File: src/rtl/aux_arb_pkg.sv
`default_nettype none
// ============================================================================
//  Module   : aux_arb_pkg
//  Purpose  : Shared types and helpers for the auxiliary-memory write arbiter.
//  Revision : 1.0  initial release
// ============================================================================
package aux_arb_pkg;

    localparam int ARB_NUM_REQ = 2;

    typedef enum logic [1:0] {
        ARB_IDLE   = 2'd0,
        ARB_GRANT0 = 2'd1,
        ARB_GRANT1 = 2'd2
    } arb_state_t;

    // Map a one-hot pick from the round-robin picker onto the grant state.
    function automatic arb_state_t pick_to_state(input logic [ARB_NUM_REQ-1:0] pick);
        arb_state_t st;
        st = ARB_IDLE;
        if (pick[0]) begin
            st = ARB_GRANT0;
        end else if (pick[1]) begin
            st = ARB_GRANT1;
        end
        return st;
    endfunction

endpackage
`default_nettype wire

File: src/rtl/aux_write_arbiter_rr_pick2.sv
`default_nettype none
// ============================================================================
//  Module   : rr_pick2
//  Purpose  : Combinational two-way round-robin picker. On a tie the requester
//             that was not served last wins; a lone valid always wins.
//  Revision : 1.0  initial release
// ============================================================================
module rr_pick2
    import aux_arb_pkg::*;
(
    input  logic                   valid0_i,
    input  logic                   valid1_i,
    input  logic                   last_i,
    output logic [ARB_NUM_REQ-1:0] pick_o
);

    // Tie goes to the requester other than last_i; otherwise the lone valid wins.
    always_comb begin
        pick_o = 2'b00;
        if (valid0_i && valid1_i) begin
            pick_o = last_i ? 2'b01 : 2'b10;
        end else if (valid0_i) begin
            pick_o = 2'b01;
        end else if (valid1_i) begin
            pick_o = 2'b10;
        end
    end

endmodule
`default_nettype wire

File: src/rtl/aux_write_arbiter.sv
`default_nettype none
// ============================================================================
//  Module   : aux_write_arbiter
//  Purpose  : Round-robin arbiter with bounded bursts for the single write
//             port of the auxiliary display memory. Requester 0 is the
//             CPU-snapshot stream, requester 1 the text/debug stream.
//  Options  : AUX_BLANK_GATE_EN - when defined, transfers only proceed while
//             blank_in is high; grant and burst count are frozen otherwise.
//  Revision : 1.0  initial release
// ============================================================================
module aux_write_arbiter
    import aux_arb_pkg::*;
#(
    parameter int DATA_WIDTH        = 16,
    parameter int AUX_ADDRESS_WIDTH = 5,
    parameter int BURST_MAX         = 4
) (
    input  logic                         clock_in,
    input  logic                         reset_in,
    input  logic                         blank_in,
    input  logic                         req0_valid_in,
    input  logic [AUX_ADDRESS_WIDTH-1:0] req0_address_in,
    input  logic [DATA_WIDTH-1:0]        req0_data_in,
    output logic                         req0_ready_out,
    input  logic                         req1_valid_in,
    input  logic [AUX_ADDRESS_WIDTH-1:0] req1_address_in,
    input  logic [DATA_WIDTH-1:0]        req1_data_in,
    output logic                         req1_ready_out,
    output logic [ARB_NUM_REQ-1:0]       grant_out,
    output logic                         aux_wr_out,
    output logic [AUX_ADDRESS_WIDTH-1:0] aux_waddress_out,
    output logic [DATA_WIDTH-1:0]        aux_data_out
);

    localparam int               CNT_W      = $clog2(BURST_MAX + 1);
    localparam logic [CNT_W-1:0] BURST_LAST = CNT_W'(BURST_MAX - 1);

    arb_state_t             state_q, state_d;
    logic                   last_q, last_d;
    logic [CNT_W-1:0]       cnt_q, cnt_d;

    logic                   w_gate;
    logic                   w_owner;
    logic                   w_own_valid;
    logic                   w_hs0, w_hs1, w_hs;
    logic                   w_release;
    logic [ARB_NUM_REQ-1:0] w_pick_idle;
    logic [ARB_NUM_REQ-1:0] w_pick_rel;

`ifdef AUX_BLANK_GATE_EN
    assign w_gate = blank_in;
`else
    // Gate permanently open; blank_in has no effect in this build.
    logic w_unused_blank;
    assign w_unused_blank = blank_in;
    assign w_gate         = 1'b1;
`endif

    // Ready comes from registered state and the gate only, never from valid.
    assign req0_ready_out = (state_q == ARB_GRANT0) && w_gate;
    assign req1_ready_out = (state_q == ARB_GRANT1) && w_gate;
    assign grant_out      = {state_q == ARB_GRANT1, state_q == ARB_GRANT0};

    assign w_hs0       = req0_valid_in && req0_ready_out;
    assign w_hs1       = req1_valid_in && req1_ready_out;
    assign w_hs        = w_hs0 || w_hs1;
    assign w_owner     = (state_q == ARB_GRANT1);
    assign w_own_valid = w_owner ? req1_valid_in : req0_valid_in;
    assign w_release   = (w_hs && (cnt_q == BURST_LAST)) || !w_own_valid;

    // Idle arbitration uses the stored last owner.
    rr_pick2 u_pick_idle (
        .valid0_i (req0_valid_in),
        .valid1_i (req1_valid_in),
        .last_i   (last_q),
        .pick_o   (w_pick_idle)
    );

    // On release the current owner becomes "last", so the other side wins a
    // tie and the owner only keeps the port when it is alone.
    rr_pick2 u_pick_rel (
        .valid0_i (req0_valid_in),
        .valid1_i (req1_valid_in),
        .last_i   (w_owner),
        .pick_o   (w_pick_rel)
    );

    // Next-state: idle arbitration, burst counting and release handling.
    always_comb begin
        state_d = state_q;
        last_d  = last_q;
        cnt_d   = cnt_q;
        case (state_q)
            ARB_IDLE: begin
                cnt_d   = '0;
                state_d = pick_to_state(w_pick_idle);
            end
            ARB_GRANT0, ARB_GRANT1: begin
                if (w_gate) begin
                    if (w_release) begin
                        last_d  = w_owner;
                        cnt_d   = '0;
                        state_d = pick_to_state(w_pick_rel);
                    end else if (w_hs) begin
                        cnt_d = cnt_q + CNT_W'(1);
                    end
                end
            end
            default: begin
                state_d = ARB_IDLE;
                cnt_d   = '0;
            end
        endcase
    end

    // Arbiter state register.
    always_ff @(posedge clock_in) begin
        if (reset_in) begin
            state_q <= ARB_IDLE;
            last_q  <= 1'b1;
            cnt_q   <= '0;
        end else begin
            state_q <= state_d;
            last_q  <= last_d;
            cnt_q   <= cnt_d;
        end
    end

    // Registered write port: one strobe per handshake, address/data held between writes.
    always_ff @(posedge clock_in) begin
        if (reset_in) begin
            aux_wr_out       <= 1'b0;
            aux_waddress_out <= '0;
            aux_data_out     <= '0;
        end else begin
            aux_wr_out <= w_hs;
            if (w_hs0) begin
                aux_waddress_out <= req0_address_in;
                aux_data_out     <= req0_data_in;
            end else if (w_hs1) begin
                aux_waddress_out <= req1_address_in;
                aux_data_out     <= req1_data_in;
            end
        end
    end

endmodule
`default_nettype wire

File: config.mk
export PLATFORM = sky130hd
export DESIGN_NAME = aux_write_arbiter
export DESIGN_NICKNAME = d
export VERILOG_FILES = /design/src/rtl/aux_arb_pkg.sv /design/src/rtl/aux_write_arbiter_rr_pick2.sv /design/src/rtl/aux_write_arbiter.sv
export SDC_FILE = /design/constraint.sdc
export NUM_CORES = 1
export LEC_CHECK = 0
export ABC_AREA = 1
export BUFFER_PORTS_ARGS = -buffer_cell sky130_fd_sc_hd__clkbuf_2
export CORE_ASPECT_RATIO = 0.9
export CORE_MARGIN = 2
export CORE_UTILIZATION = 44
export CTS_CLUSTER_DIAMETER = 60
export DETAILED_ROUTE_END_ITERATION = 10
export PLACE_DENSITY = 0.87
export SYNTH_ARGS = -nofsm -noshare
export SYNTH_HDL_FRONTEND = slang
export SYNTH_SLANG_ARGS = --single-unit
File: constraint.sdc
create_clock -name clock_in -period 1.8 [get_ports clock_in]
set_input_delay 0.36 -clock clock_in [delete_from_list [all_inputs] [get_ports clock_in]]
set_output_delay 0.36 -clock clock_in [all_outputs]
set_load 0.01 [all_outputs]
# --- Word level (Yosys, flattened, before mapping) ---
# Cells that the tools add are included.
totals:
  register_bits: 28
  output_inout_bits: 26
  word_cells: 41
op_classes:
  mux: 17
  eq_ne: 4
  n_addsub: 1
  bitwise_logic: 1
  n_reduce_logical: 12
op_table:
  columns: ["op", "count"]
  rows:
  - ["16-bit two-way mux", 2]
  - ["2-bit two-way mux", 11]
  - ["5-bit two-way mux", 2]
  - ["1-bit logical AND", 4]
  - ["2-bit case mux with 2 select lines", 1]
  - ["3-bit by 1-bit adder with 3-bit output (second input constant)", 1]
  - ["3-bit by 2-bit == test with 1-bit output (second input constant)", 1]
  - ["3-bit OR reduction", 1]
  - ["2-bit by 1-bit == test with 1-bit output (second input constant)", 1]
  - ["2-bit == test (second input constant)", 1]
  - ["2-bit zero test", 1]
  - ["1-bit logical OR", 2]
  - ["2-bit inequality test (second input constant)", 1]
  - ["2-bit AND reduction", 1]
  - ["2-bit nonzero test", 1]
  - ["2-bit OR reduction", 1]
  - ["1-bit zero test", 1]
  - ["1-bit two-way mux", 1]
  - ["1-bit NOT", 1]

# --- Depth between registers and ports, before layout ---
depth:
  word_depth: 7
  depth_mapped: 11
  ltp_nobuf: 11

# --- Hierarchy ---
# From an unflattened synthesis, not the netlist that was laid out.
hier_totals:
  hier_cells: 191
  area_unflattened_um2: 1411.4
modules_own_cells:
  columns: ["module", "instances", "cells_each", "area_each_um2", "seq_area_each_um2"]
  rows:
  - ["aux_write_arbiter", 1, 181, 1368.8, 560.5]
  - ["rr_pick2", 2, 5, 21.3, 0.0]

# --- Least setup slack after synthesis ---
# Ideal clock, no wire load.
synth_timing:
  kind: "register -> register"
  startpoint: "register state_q[1]"
  endpoint: "register aux_data_out[8]"
  path_buffers: 1
  arrival_ps: 1295
  slack_ps: 435
  setup_time_ps: 70
  path_stages_with_launch: 7
  t_required_ps: 1730
  path_cell_list: "dfxtp_1 inv_1 ha_1 nand2_2 clkbuf_1 o21ai_0 a21oi_1"
synth_between:
  elab_chain_len: 3
  elab_cells_between_ends: 6
  cone_classes: "eq/ne: 2; mux: 1; reduce/logical: 3"
synth_lines:
  columns: ["element", "line", "source"]
  rows:
  - ["from (decl)", "aux_write_arbiter.sv:38", "arb_state_t state_q, state_d;"]
  - ["from (signal assigned)", "aux_write_arbiter.sv:123", "state_q <= state_d;"]
  - ["2-bit by 1-bit == test with 1-bit output (*)", "aux_write_arbiter.sv:60", "assign req0_ready_out = (state_q == ARB_GRANT0) && w_gate;"]
  - ["net req0_ready_out", "aux_write_arbiter.sv:24", "output logic req0_ready_out,"]
  - ["1-bit logical AND (*)", "aux_write_arbiter.sv:64", "assign w_hs0 = req0_valid_in && req0_ready_out;"]
  - ["16-bit two-way mux / 2-bit nonzero test (equally long branches)", null, null]
  - ["to (signal assigned)", "aux_write_arbiter.sv:139", "aux_data_out <= req0_data_in;"]
  - ["to (signal assigned)", "aux_write_arbiter.sv:142", "aux_data_out <= req1_data_in;"]
  - ["to (decl)", "aux_write_arbiter.sv:32", "output logic [DATA_WIDTH-1:0] aux_data_out"]
# The timed path passes the listed nets; every way through them passes the cells marked *.
# A chain may end at the register's enable or synchronous reset.

# --- Worst setup path after layout ---
layout_timing:
  startpoint: "register state_q[0]"
  endpoint: "register aux_waddress_out[1]"
layout_between:
  elab_chain_len: 3
  elab_cells_between_ends: 6
  cone_classes: "eq/ne: 2; mux: 1; reduce/logical: 3"
layout_lines:
  columns: ["element", "line", "source"]
  rows:
  - ["2-bit by 1-bit == test with 1-bit output / 2-bit == test (equally long branches)", "aux_write_arbiter.sv:60, aux_write_arbiter.sv:61", null]
  - ["1-bit logical AND, on equally long branches", "aux_write_arbiter.sv:64, aux_write_arbiter.sv:65", null]
  - ["5-bit two-way mux / 2-bit nonzero test (equally long branches)", null, null]
  - ["to (signal assigned)", "aux_write_arbiter.sv:138", "aux_waddress_out <= req0_address_in;"]
  - ["to (signal assigned)", "aux_write_arbiter.sv:141", "aux_waddress_out <= req1_address_in;"]
  - ["to (decl)", "aux_write_arbiter.sv:31", "output logic [AUX_ADDRESS_WIDTH-1:0] aux_waddress_out,"]
# Several ways; a longest one is shown, not always the timed one.

==> flow_summary.ini <==
[logic_synthesis]
syn_inst = 188
synth_area_leaders = dfxtp_1 40%, nand2_1 13%, o21ai_0 7.6%
syn-cell-area_um2 = 1390
ys_seq_area_share_pct = 40.4
synth_largest_area_cell = dfxtp_1
syn_avg_cell_area_um2 = 7.37
ys.warnings.count = 0
synth_seq_cells = 28
ys_types = 21
syn_nets = 242
synth_top_area_share_pct = 40.4

[worst_setup_path]
arrival_ps = 1830
cp-start-kind = register
worst-setup-path-type = register to register
cp-end-kind = register
critPathMaxFanout = 18
worstPathRequired_ps = 2030

[die]
initial_core_util_pct = 45.9
die_h_um = 57.3
die_width_um = 63.2
ioPinCount = 73
dieArea_um2 = 3620
num_rows = 19
core_um2 = 3020

[sta]
fmax_mhz = 626
fin_skew_ps = 9.87
fin_ws_ps = 202
finalSetupViolations = 0
finalHoldViolCount = 0
tns_ps = 0
rsz0062_at_grt = false
drv_slew = 0
post-route-min-period_ps = 1600
max_slew.worst_pin.slew_ps = 357
final.period_utilization_pct = 88.8
relSlewSlack_pct = 76.2

[clock_tree]
cts_tree = built
post_cts_buffers = 0
clock_path_buffers = 2
insertion_delay_ps = 320
path_clk_slew_ps = 160
root_buffer = clkbuf_4
numCtsBuffers = 3
htreeDepth = 1
cts.sinks = 28

[place]
gp_congestion = 0.754
port-buffer-count = 71
dp_cells = 293
hpwl_um = 2350
place_area_um2 = 1750
place_ws_ps = 224

[route]
drt-initial-drc-count = 76
antenna_left = 0
vias_per_cell = 4.78
via_count = 1421
drc = 0
dr.pass1.iters = 4
wire_per_inst_um = 10.4
routed_wl_um = 3100

[final_layout]
nFillCells = 318
num_antenna_cells = 0
final_cell_area_um2 = 1810
final_cell_mix = 71 x clkbuf_2, 48 x nand2_1, 28 x dfxtp_1
syn2layout_area_growth_pct = 30.2
layout-drive-gt1-share_pct = 34.1
fin_cells = 297
num-nets-final = 310
final_common_cell = clkbuf_2

[power_and_ir_drop]
p_per_area_nw_per_um2 = 1360
power.leakage_nw = 0.931
peakVddDrop_mv = 0.563

[run]
drv_cap = 0

[global_route]
grt_pass1_vias = 1302
grt_pass1_wl_um = 5490
grt_usage_pct = 18.5
grt_overflow = 0
grt_max_degree = 27
antenna_found_initial = 0

[run_status]
status = completed

[hold_path]
hold_class = input port to register
## sequential cells by signal, indices dropped and copies added, names as in the netlist
signal	flops
aux_data_out	16
aux_waddress_out	5
aux_wr_out	1
cnt_q	3
last_q	1
state_q	2
## report_power, final
group,total [mW],internal [mW],switching [mW]
combinational,1.15,0.443,0.702
clock,0.410,0.225,0.185
sequential,0.909,0.810,0.0984
## worst max-delay path: stages (launching register included)
cell and delay [ps]:
dfxtp_1 390, inv_1 90, ha_1 240, nand2_2 170, nand2_4 170, buf_4 220, o21ai_0 170, a31oi_1 60
## Yosys cell counts
cell	number
nand2_2	2
clkbuf_1	4
a31oi_1	11
o31ai_1	5
buf_2	2
inv_4	1
inv_2	1
buf_4	5
nand2_1	49
or2_0	2
inv_1	12
nand2_4	2
o21ai_2	1
nand3_1	10
nor2_1	13
o21ai_0	21
buf_6	1
dfxtp_1	28
a21oi_1	8
ha_1	7
nand4_1	3
## area by class of cell
type / count / area [um2] / share of cell area, %
repair buffers: 75 / 385 / 21.3
flip-flops and latches: 28 / 561 / 31.0
clock inverters: 1 / 30.0 / 1.66
multi-input cells: 134 / 699 / 38.7
inverters: 14 / 55.1 / 3.05
well taps: 42 / 52.6 / 2.91
clock buffers: 3 / 22.5 / 1.25
## final timing paths
path                                               from                               end  slack [ps]  cells after the start
worst max-delay path            state_q[0]$_SDFFE_PP0P_  aux_waddress_out[1]$_SDFFE_PP0P_         200                      7
worst min-delay path                    req0_data_in[9]      aux_data_out[9]$_SDFFE_PP0P_         250                      3
worst max register to register  state_q[0]$_SDFFE_PP0P_  aux_waddress_out[1]$_SDFFE_PP0P_         200                      7
worst min register to register    cnt_q[2]$_SDFFE_PP0P_             cnt_q[2]$_SDFFE_PP0P_         470                      2
## repair_timing
action,4_1_cts,5_1_grt
hold buffers,0,0
hold endpoints to repair,0,0
resized for setup,0,1
endpoints found under the setup margin,0,1
## cell families after synthesis
logic type | after synthesis | synth area share, %
compound gates | 46 | 18.8
fa+ha+maj | 7 | 6.32
buf+inv | 26 | 9.30
flops | 28 | 40.4
simple gates | 81 | 25.2
## layer usage
metal | part of all wire [%] | vias to the layer above | GRT usage (%)
met4 | 0.32 | 0 | 3.81
met1 | 47 | 614 | 24.3
met3 | 6.0 | 2 | 3.75
met2 | 46 | 46 | 31.9
met5 | 0 | - | 0
li1 | - | 759 | -
## metrics by stage
| step | util (%) | hold slack, ps | power, mW |
|---|---|---|---|
| 2_1_floorplan | - | 428 | 1.75 |
| 3_3_place_gp | 58.0 | 440 | 2.05 |
| 3_5_place_dp | 58.0 | 448 | 2.08 |
| 4_1_cts | 59.7 | 233 | 2.49 |
| 5_1_grt | 59.8 | 236 | 2.70 |
| 6_report | 59.8 | 250 | 2.46 |
Note: power is estimated with default switching activity, not from simulation.
